**src/rtl/canny_stream_fuse.sv**
```systemverilog
// rtl/canny_stream_fuse.sv - delays the source stream to line up with the edge stream, then fuses both under a frame-latched mode
// Optional: define CANNY_ALIGN_CHECK_EN to enable the src/edge lag monitor that drives align_err.
module canny_stream_fuse #(
  parameter int PIX_W  = 16,
  parameter int DELAY  = 15,
  parameter int MODE_W = 3
) (
  input  logic              video_clk,
  input  logic              rst_n,
  input  logic              src_hs,
  input  logic              src_vs,
  input  logic              src_de,
  input  logic [PIX_W-1:0]  src_data,
  input  logic              edge_hs,
  input  logic              edge_vs,
  input  logic              edge_de,
  input  logic              edge_bit,
  input  logic [MODE_W-1:0] mode,
  input  logic [PIX_W-1:0]  edge_color,
  output logic              out_hs,
  output logic              out_vs,
  output logic              out_de,
  output logic [PIX_W-1:0]  out_data,
  output logic [MODE_W-1:0] active_mode,
  output logic              align_err
);
  localparam int PTR_W  = $clog2(DELAY);
  localparam int FILL_W = $clog2(DELAY + 1);

  logic [PIX_W-1:0]  dly_mem [DELAY];
  logic [PTR_W-1:0]  wr_ptr;
  logic [FILL_W-1:0] fill;
  logic [PIX_W-1:0]  dly_data;
  logic [PIX_W-1:0]  colour;
  logic              edge_vs_q;
  logic              vs_rise;
  logic [MODE_W-1:0] eff_mode;
  logic [PIX_W-1:0]  eff_colour;
  logic              sel_hs, sel_vs, sel_de;
  logic [PIX_W-1:0]  pix;

  // Written every clock, so the slot about to be overwritten is exactly DELAY clocks old.
  always_ff @(posedge video_clk) begin
    dly_mem[wr_ptr] <= src_data;
  end

  assign dly_data = (fill == FILL_W'(DELAY)) ? dly_mem[wr_ptr] : '0;

  always_ff @(posedge video_clk or negedge rst_n) begin
    if (!rst_n) begin
      wr_ptr <= '0;
      fill   <= '0;
    end else begin
      wr_ptr <= (wr_ptr == PTR_W'(DELAY - 1)) ? '0 : wr_ptr + PTR_W'(1);
      if (fill != FILL_W'(DELAY))
        fill <= fill + FILL_W'(1);
    end
  end

  // The frame-start pixel already uses the newly captured mode so no pixel mixes two modes.
  assign vs_rise    = edge_vs & ~edge_vs_q;
  assign eff_mode   = vs_rise ? mode : active_mode;
  assign eff_colour = vs_rise ? edge_color : colour;

  always_comb begin
    sel_hs = edge_hs;
    sel_vs = edge_vs;
    sel_de = edge_de;
    pix    = '0;
    case (eff_mode)
      MODE_W'(1): pix = edge_bit ? eff_colour : '0;
      MODE_W'(2): pix = edge_bit ? eff_colour : dly_data;
      MODE_W'(3): pix = edge_bit ? dly_data : '0;
      default: begin
        sel_hs = src_hs;
        sel_vs = src_vs;
        sel_de = src_de;
        pix    = src_data;
      end
    endcase
    if (!sel_de)
      pix = '0;
  end

  always_ff @(posedge video_clk or negedge rst_n) begin
    if (!rst_n) begin
      out_hs      <= 1'b0;
      out_vs      <= 1'b0;
      out_de      <= 1'b0;
      out_data    <= '0;
      active_mode <= '0;
      colour      <= '0;
      edge_vs_q   <= 1'b0;
    end else begin
      out_hs    <= sel_hs;
      out_vs    <= sel_vs;
      out_de    <= sel_de;
      out_data  <= pix;
      edge_vs_q <= edge_vs;
      if (vs_rise) begin
        active_mode <= mode;
        colour      <= edge_color;
      end
    end
  end

`ifdef CANNY_ALIGN_CHECK_EN
  typedef enum logic [1:0] {AC_IDLE, AC_WAIT, AC_COUNT} ac_state_t;

  ac_state_t   ac_state, ac_next;
  logic [10:0] ac_cnt, ac_cnt_next;
  logic        err, err_next;
  logic        src_vs_q, src_de_q, edge_de_q;

  always_ff @(posedge video_clk or negedge rst_n) begin
    if (!rst_n) begin
      ac_state  <= AC_IDLE;
      ac_cnt    <= '0;
      err       <= 1'b0;
      src_vs_q  <= 1'b0;
      src_de_q  <= 1'b0;
      edge_de_q <= 1'b0;
    end else begin
      ac_state  <= ac_next;
      ac_cnt    <= ac_cnt_next;
      err       <= err_next;
      src_vs_q  <= src_vs;
      src_de_q  <= src_de;
      edge_de_q <= edge_de;
    end
  end

  // ac_cnt holds the number of clocks since the first src_de rise of the frame.
  always_comb begin
    ac_next     = ac_state;
    ac_cnt_next = ac_cnt;
    err_next    = err;
    if (src_vs && !src_vs_q) begin
      ac_next = AC_WAIT;
    end else begin
      case (ac_state)
        AC_WAIT: begin
          if (src_de && !src_de_q) begin
            ac_next     = AC_COUNT;
            ac_cnt_next = 11'd1;
          end
        end
        AC_COUNT: begin
          if (edge_de && !edge_de_q) begin
            ac_next = AC_IDLE;
            if (ac_cnt != 11'(DELAY))
              err_next = 1'b1;
          end else if (ac_cnt == 11'h7FF) begin
            ac_next  = AC_IDLE;
            err_next = 1'b1;
          end else begin
            ac_cnt_next = ac_cnt + 11'd1;
          end
        end
        default: ;
      endcase
    end
  end

  assign align_err = err;
`else
  assign align_err = 1'b0;
`endif

endmodule

```
**config.mk**
```make
export PLATFORM = sky130hd
export DESIGN_NAME = canny_stream_fuse
export DESIGN_NICKNAME = d
export VERILOG_FILES = /design/src/rtl/canny_stream_fuse.sv
export SDC_FILE = /design/constraint.sdc
export NUM_CORES = 1
export LEC_CHECK = 0
export CAP_MARGIN = 5
export CORE_MARGIN = 2
export CORE_UTILIZATION = 25
export DETAILED_ROUTE_END_ITERATION = 8
export SLEW_MARGIN = 20
export SYNTH_ARGS = -nofsm -noshare
export SYNTH_HDL_FRONTEND = slang
export SYNTH_SLANG_ARGS = --single-unit
```
**constraint.sdc**
```tcl
create_clock -name video_clk -period 6.05 [get_ports video_clk]
set_input_delay 0.9075 -clock video_clk [delete_from_list [all_inputs] [get_ports video_clk]]
set_output_delay 0.9075 -clock video_clk [all_outputs]
set_load 0.01 [all_outputs]
```
Word level (Yosys, flattened, before mapping):

Memory sizes are Yosys's and may differ from the RTL's.
Cells that the tools add are included.

* add/sub/neg operators: 2
* multiply operators: 0
* div/mod/pow operators: 0
* order comparisons: 0
* equal/unequal tests: 6
* shifts and indexed selects: 0
* muxes and demuxes: 12
* bitwise operators: 2
* reduce and logical (&&, ||, !) cells: 1

Operators with widths (count)
* $mux W16: 6
* $pmux W16 S3: 1
* $add A4 B1 Y4 const B: 2
* $eq A4 B4 Y1 const B: 2
* $eq A3 B2 Y1 const B: 2
* $mux W4: 1
* $ne A4 B4 Y1 const B: 1
* $eq A3 B1 Y1 const B: 1
* $mux W1: 3
* $mux W3: 1
* $reduce_or A3 Y1: 1
* $and A1 B1 Y1: 1
* $not A1 Y1: 1

* bits in registers: 47
* latch bits: 0
* RAM bits: 240
* ROM bits: 0
* input port bits: 44
* output and inout port bits: 23
* word-level logic and storage cells: 33
* memories kept: 1

Memories
* dly_mem: words 15, width 16, rd ports 1, clocked after memory_dff 0, write ports 1, RTL line 30 `logic [PIX_W-1:0] dly_mem [DELAY];`

Logic depth before layout (Yosys ltp):

Gate-level depths: netlist (run 1).

* depth in word-level cells: 7
* depth in mapped cells: 8

Least setup slack after synthesis (run 1):

No wires, ideal clock.

* path kind: register to register
* from: register wr_ptr[2]
* to: memory dly_mem[0][0], enable pin
* library setup time: 409 ps
* arrival: 2302 ps
* required time: 5641 ps
* setup slack: 3339 ps
* cell stages (with the launch flop): 6
* cell sequence: dfrtp_1 buf_6 buf_6 clkbuf_1 or2_2 nor3_1

RTL lines
* start, declared: RTL line 31 `logic [PTR_W-1:0] wr_ptr;`
* start signal, assigned: RTL line 54 `wr_ptr <= (wr_ptr == PTR_W'(DELAY - 1)) ? '0 : wr_ptr + PTR_W'(1);`
* end, declared: RTL line 30

Straight into the memory's write port.

Final worst setup path (run 1):

* from: register wr_ptr[1]
* to: register out_data[1]

* word-level cells in the longest chain between the ends: 5

Ends and longest elaborated chain
* $mem_v2 Z15 W16 (*)
* $mux W16 (*): RTL line 47 `assign dly_data = (fill == FILL_W'(DELAY)) ? dly_mem[wr_ptr] : '0;`
* $mux W16 (on tied branches): RTL line 73, 72
* $pmux W16 S3 (*): RTL line 70 `case (eff_mode)`
* $mux W16 (*): RTL line 81 `if (!sel_de)`
* net pix[1]: RTL line 40 `logic [PIX_W-1:0] pix;`
* end signal, assigned: RTL line 98 `out_data <= pix;`
* end, declared: RTL line 23 `output logic [PIX_W-1:0] out_data,`

Mark *: on every way through the listed nets, which the timed path passes. The rest lies on a longest branch.
A chain may end at the register's enable or synchronous reset.

==> results.py, run 1 <==
metrics = {
    "status": {
        "outcome": "finished, final reports clean",
    },
    "routing": {
        "detail-route-antenna-nets": 0,
        "via_count": 6238,
        "drt_iter0_drc": 621,
        "first_pass_iters": 6,
        "drc": 0,
        "wl_per_cell_um": 18.4,
        "viasPerCell": 4.47,
        "routed_wl_um": 25700,
    },
    "global_routing": {
        "grt_max_degree": 58,
        "grt_pass1_wl_um": 39000,
        "overflow": 0,
        "grt_usage_pct": 10.5,
        "grt_pass1_vias": 6256,
        "antenna_found_initial": 6,
    },
    "hold_path": {
        "hold_path_depth": 2,
        "hold_end": "colour[8]",
        "min-delay-start": "colour[8]",
        "min-delay-path-class": "flop to flop",
    },
    "clock_network": {
        "clk_path_buf_depth": 3,
        "cts_buffers": 28,
        "cts_resized": 0,
        "cts_setup_buffers": 0,
        "cts_tree": "yes",
        "clock-sinks": 287,
        "cts-root-buf": "clkbuf_16",
        "hold_buffers": 0,
        "htreeDepth": 1,
        "clock_latency_ns": 0.54,
        "clkTransAtPathRegs_ns": 0.07,
    },
    "sta": {
        "hold_viol": 0,
        "setup_slack_ns": 2.83,
        "fmax_mhz": 310,
        "skew_ns": 0.0111,
        "rsz0062_at_grt": "false",
        "slew_headroom_pct": 31.3,
        "fin_tns_setup_ns": 0,
        "report.final.slew_viol_count": 0,
        "worst_pin_slew_ns": 1.02,
        "holdWs_ns": 0.473,
        "final_min_period_over_clock_period_pct": 53.3,
        "finalSetupViolations": 0,
        "layout_min_cycle_time_ns": 3.22,
    },
    "critical_path": {
        "critPathKind": "flop to flop",
        "arrival_ns": 3.63,
        "required_ns": 6.46,
        "cp-end-kind": "flop",
        "reg2reg_from": "wr_ptr[1]",
        "r2r_end": "out_data[1]",
        "rr_worst_depth": 6,
        "critPathLaunchType": "flop",
        "path_max_fanout": 57,
        "r2r_slack_ns": 2.83,
    },
    "floorplan": {
        "dieWidth_um": 220,
        "dieArea_um2": 48200,
        "coreArea_um2": 45600,
        "die_y_um": 220,
        "fp-row-count": 78,
        "io_pins": 67,
        "initial_core_util_pct": 25.5,
    },
    "pwr": {
        "ir_drop_v": 0.000214,
        "power.density_nw_per_um2": 309,
        "leakagePower_uw": 0.00454,
    },
    "placement": {
        "dp_hpwl_um": 16500,
        "post-place-cells": 1345,
        "placed_cell_area_um2": 12900,
        "preCtsSetupSlack_ns": 2.23,
        "place.gp.congestion": 0.743,
        "port_buffers": 65,
    },
    "synthesis": {
        "netlist_area_um2": 11600,
        "syn_inst": 702,
        "synth_top_cell_by_area": "edfxtp_1",
        "synth_edf_count": 240,
        "post-synth-top-area-fraction_pct": 62.0,
        "seq_area_frac_synth_pct": 72.2,
        "syn-num-nets": 747,
        "synth_seq_cells": 287,
        "syn_area_per_cell_um2": 16.5,
        "ys_warn_count": 0,
        "synth.distinct_cells": 53,
        "async_reset_ff_share_pct": 16.4,
        "ys_dominant_reg_cell": "edfxtp_1",
        "synthTopCellsByArea": "edfxtp_1 62%, dfrtp_1 10%, mux2i_1 6.0%",
    },
    "run": {
        "cap_violations": 0,
    },
    "layout": {
        "area_growth_pct": 19.3,
        "final_common_cell": "edfxtp_1",
        "fin_area_um2": 13900,
        "layout_common_cells": "240 x edfxtp_1, 77 x nand2_1, 70 x mux2i_1",
        "stdcell_count": 1396,
        "drive_gt1_share_pct": 12.8,
        "nets": 820,
    },
}
[area by class of cell]
cell class	instances	area, µm²
Antenna cell	1	2.50
Multi-Input combinational cell	363	2930
Clock buffer	36	762
Fill cell	4464	31700
Timing Repair Buffer	82	773
Inverter	13	48.8
Tap cell	600	751
Clock inverter	14	205
Sequential cell	287	8390
[routing by layer]
layer / vias to the layer above / GRT usage, % / wire [µm]
met5: - / 0 / 54
met4: 10 / 2.53 / 462
met3: 43 / 2.28 / 1820
met2: 185 / 17.5 / 12100
met1: 3131 / 14.0 / 11300
li1: 2869 / - / -
[synth_stat cells, types with 3 or more instances]
library cell,count
nor2b_1,3
nand2b_1,3
nor3_1,8
a21oi_1,27
inv_1,13
o311ai_1,6
edfxtp_1,240
buf_4,10
buf_6,8
a2bb2oi_1,9
nor2_1,23
or2_2,3
mux2i_1,70
clkbuf_1,5
buf_2,12
o21ai_0,23
a22o_1,7
mux2_2,7
nand2_1,77
mux4_2,14
a211oi_1,18
o22ai_1,18
mux4_1,12
dfrtp_1,47
o22ai_2,4
[through the flow]
step	util [%]	power (µW)
after global placement	28.3	2510
after global routing	30.4	4420
after CTS	30.4	4320
after detailed placement	28.3	2510
after floorplan	-	2360
final	30.4	4280
[registers in the layout (all words and copies together), names as in the netlist]
name         flops
active_mode      3
wr_ptr           4
out_data        16
out_vs           1
out_de           1
out_hs           1
fill             4
dly_mem        240
colour          16
edge_vs_q        1
[kinds of logic after synthesis]
logic type	share of synthesized area, %
flip-flops	72.2
AND/OR/NAND/NOR	5.02
AO/OA/AOI/OAI	7.07
multiplexers	12.3
buffers and inverters	2.92
XOR/XNOR	0.442
adder cells (fa/ha/maj)	0.108
other	0.0323
[worst max path at each step]
stage,start,end,cells past startpoint
CTS,wr_ptr[1],out_data[1],6
global placement,edge_vs,out_data[2],6
global route,wr_ptr[1],out_data[1],6
detailed placement,edge_vs,out_data[0],6
floorplan,wr_ptr[2],dly_mem[0][0],5
finish,wr_ptr[1],out_data[1],6
[power by group]
group | switching [µW] | internal, µW | total, µW
logic | 137 | 112 | 249
clock network | 712 | 1100 | 1810
registers | 27.3 | 2190 | 2220
[critical path: stages (launching register included)]
cell      delay (ns)
dfrtp_4         0.92
buf_4           0.79
mux4_1          0.65
mux2i_1         0.15
nor2_1          0.09
o311ai_1        0.35
a21oi_1         0.11
(Power assumes the default switching activity.)
==> run 2: changes to the inputs <==
==> constraint.sdc (replaced) <==
create_clock -name video_clk -period 3 [get_ports video_clk]
set_input_delay 0.45 -clock video_clk [delete_from_list [all_inputs] [get_ports video_clk]]
set_output_delay 0.45 -clock video_clk [all_outputs]
set_load 0.01 [all_outputs]
==> results.py, run 2 (same netlist as run 1, synthesis figures left out) <==
metrics = {
    "routing": {
        "via_count": 6295,
        "drc": 0,
        "viasPerCell": 4.42,
        "routed_wl_um": 25700,
        "first_pass_iters": 5,
        "detail-route-antenna-nets": 0,
        "drt_iter0_drc": 481,
        "wl_per_cell_um": 18.0,
    },
    "layout": {
        "largest_register_ffs": 240,
        "stdcell_count": 1424,
        "final_common_cell": "edfxtp_1",
        "top_regs": "dly_mem: 240 flops, colour: 16 flops, out_data: 16 flops",
        "layout_common_cells": "240 x edfxtp_1, 77 x nand2_1, 70 x mux2i_1",
        "drive_gt1_share_pct": 15.2,
        "nets": 848,
        "top_register": "dly_mem",
        "area_growth_pct": 20.5,
    },
    "floorplan": {
        "dieArea_um2": 48200,
        "die_y_um": 220,
        "fp-row-count": 78,
        "io_pins": 67,
        "coreArea_um2": 45600,
        "dieWidth_um": 220,
        "initial_core_util_pct": 25.5,
    },
    "sta": {
        "holdWs_ns": 0.450,
        "fin_tns_setup_ns": 0,
        "final_min_period_over_clock_period_pct": 79.1,
        "setup_slack_ns": 0.626,
        "layout_min_cycle_time_ns": 2.37,
        "report.final.slew_viol_count": 0,
        "slew_headroom_pct": 46.4,
        "hold_viol": 0,
        "worst_pin_slew_ns": 0.797,
        "finalSetupViolations": 0,
        "fmax_mhz": 421,
        "skew_ns": 0.0199,
        "rsz0062_at_grt": "false",
    },
    "global_routing": {
        "grt_max_degree": 67,
        "grt_usage_pct": 10.4,
        "overflow": 0,
        "grt_pass1_vias": 6525,
        "grt_pass1_wl_um": 39100,
        "antenna_found_initial": 4,
    },
    "critical_path": {
        "slowest_delay_ns": 0.67,
        "critPathLaunchType": "flop",
        "required_ns": 3.41,
        "reg2reg_from": "wr_ptr[1]",
        "r2r_end": "out_data[0]",
        "critPathBufInv": 1,
        "crit_family": "compound AO/OA/AOI/OAI gates",
        "path_max_fanout": 66,
        "critPathLaunch": "wr_ptr[1]",
        "path_cells": "buf_12, mux2i_1, o22ai_1, a211oi_1, a211oi_1, a2bb2oi_1",
        "arrival_ns": 2.79,
        "r2r_slack_ns": 0.63,
        "rr_worst_depth": 6,
        "cp-end-kind": "flop",
        "crit_cells": 6,
        "cpMostUsedCell": "a211oi_1",
        "endpoint": "out_data[0]",
        "cp_slowest_cell": "dfrtp_4",
        "critPathKind": "flop to flop",
    },
    "clock_network": {
        "clk_path_buf_depth": 3,
        "cts_buffers": 28,
        "clock_latency_ns": 0.54,
        "cts_tree": "yes",
        "clkTransAtPathRegs_ns": 0.07,
        "cts-root-buf": "clkbuf_16",
        "cts_setup_buffers": 0,
        "clock-sinks": 287,
        "htreeDepth": 1,
    },
    "placement": {
        "place.gp.congestion": 0.775,
        "port_buffers": 65,
        "preCtsSetupSlack_ns": 0.274,
        "post-place-cells": 1372,
        "dp_hpwl_um": 17100,
    },
    "pwr": {
        "ir_drop_v": 0.000288,
        "leakagePower_uw": 0.00466,
        "power.density_nw_per_um2": 601,
    },
    "run": {
        "cap_violations": 0,
    },
    "hold_path": {
        "min-delay-path-class": "input port to flop",
        "min-delay-start": "edge_hs",
    },
    "status": {
        "outcome": "finished, final reports clean",
    },
}
## run 2: cell types whose count changed in the layout (fill, tap and decap cells not counted), sizes merged
cell / delta
buf: +27
bufinv: -2
clkbuf: -4
clkinv: +6
diode: +1
dlygate4sd3: +1
inv: -1
## run 2: per-layer routing
layer | GRT usage (%) | part of all wire, % | routed length (µm)
met1 | 14.4 | 46 | 11900
met2 | 17.1 | 46 | 11900
met3 | 1.75 | 5.8 | 1480
met4 | 2.48 | 1.5 | 391
met5 | 0 | 0.093 | 24
## run 2: timing repair
item,4_1_cts,5_1_grt
hold buffers,1,0
resized for setup,0,0
hold endpoints to repair,26,0
## run 2: worst register-to-register path, delay by kind of cell (launching register included)
kind	cells	cell delay [ns]
AO/OA/AOI/OAI	4	0.84
multiplexers	1	0.33
buffers and inverters	1	0.41
flip-flops	1	0.67
## run 2: how the worst min path moves through the flow
stage | depth (start not counted) | slack, ns | endpoint
after floorplan | 0 | 0.15 | active_mode[0]
after global placement | 2 | 0.46 | colour[10]
after detailed placement | 2 | 0.46 | colour[10]
after CTS | 3 | 0.44 | out_hs
after global routing | 3 | 0.44 | out_hs
final | 3 | 0.45 | out_hs
## run 2: metrics by stage
step	util, %	area, µm²	power (µW)
floorplan	-	11600	4760
global placement	28.7	13100	5060
detailed placement	28.7	13100	5070
CTS	30.7	14000	8500
global route	30.7	14000	8710
finish	30.7	14000	8410
## run 2: report_power, final
group / leakage (µW) / internal, µW / switching, µW / total [µW]
Combinational: 0.00147 / 236 / 274 / 510
Clock: 0.000436 / 2000 / 1430 / 3430
Sequential: 0.00275 / 4410 / 53.7 / 4470
## run 2: layout make-up
| class | count | area [µm²] |
|---|---|---|
| diodes | 2 | 5.00 |
| repair buffers | 110 | 998 |
| flip-flops and latches | 287 | 8390 |
| inverters | 13 | 48.8 |
| multi-input cells | 363 | 2920 |
| clock inverters | 17 | 153 |
| well taps | 600 | 751 |
| clock buffers | 32 | 737 |
| fillers | 4446 | 31600 |
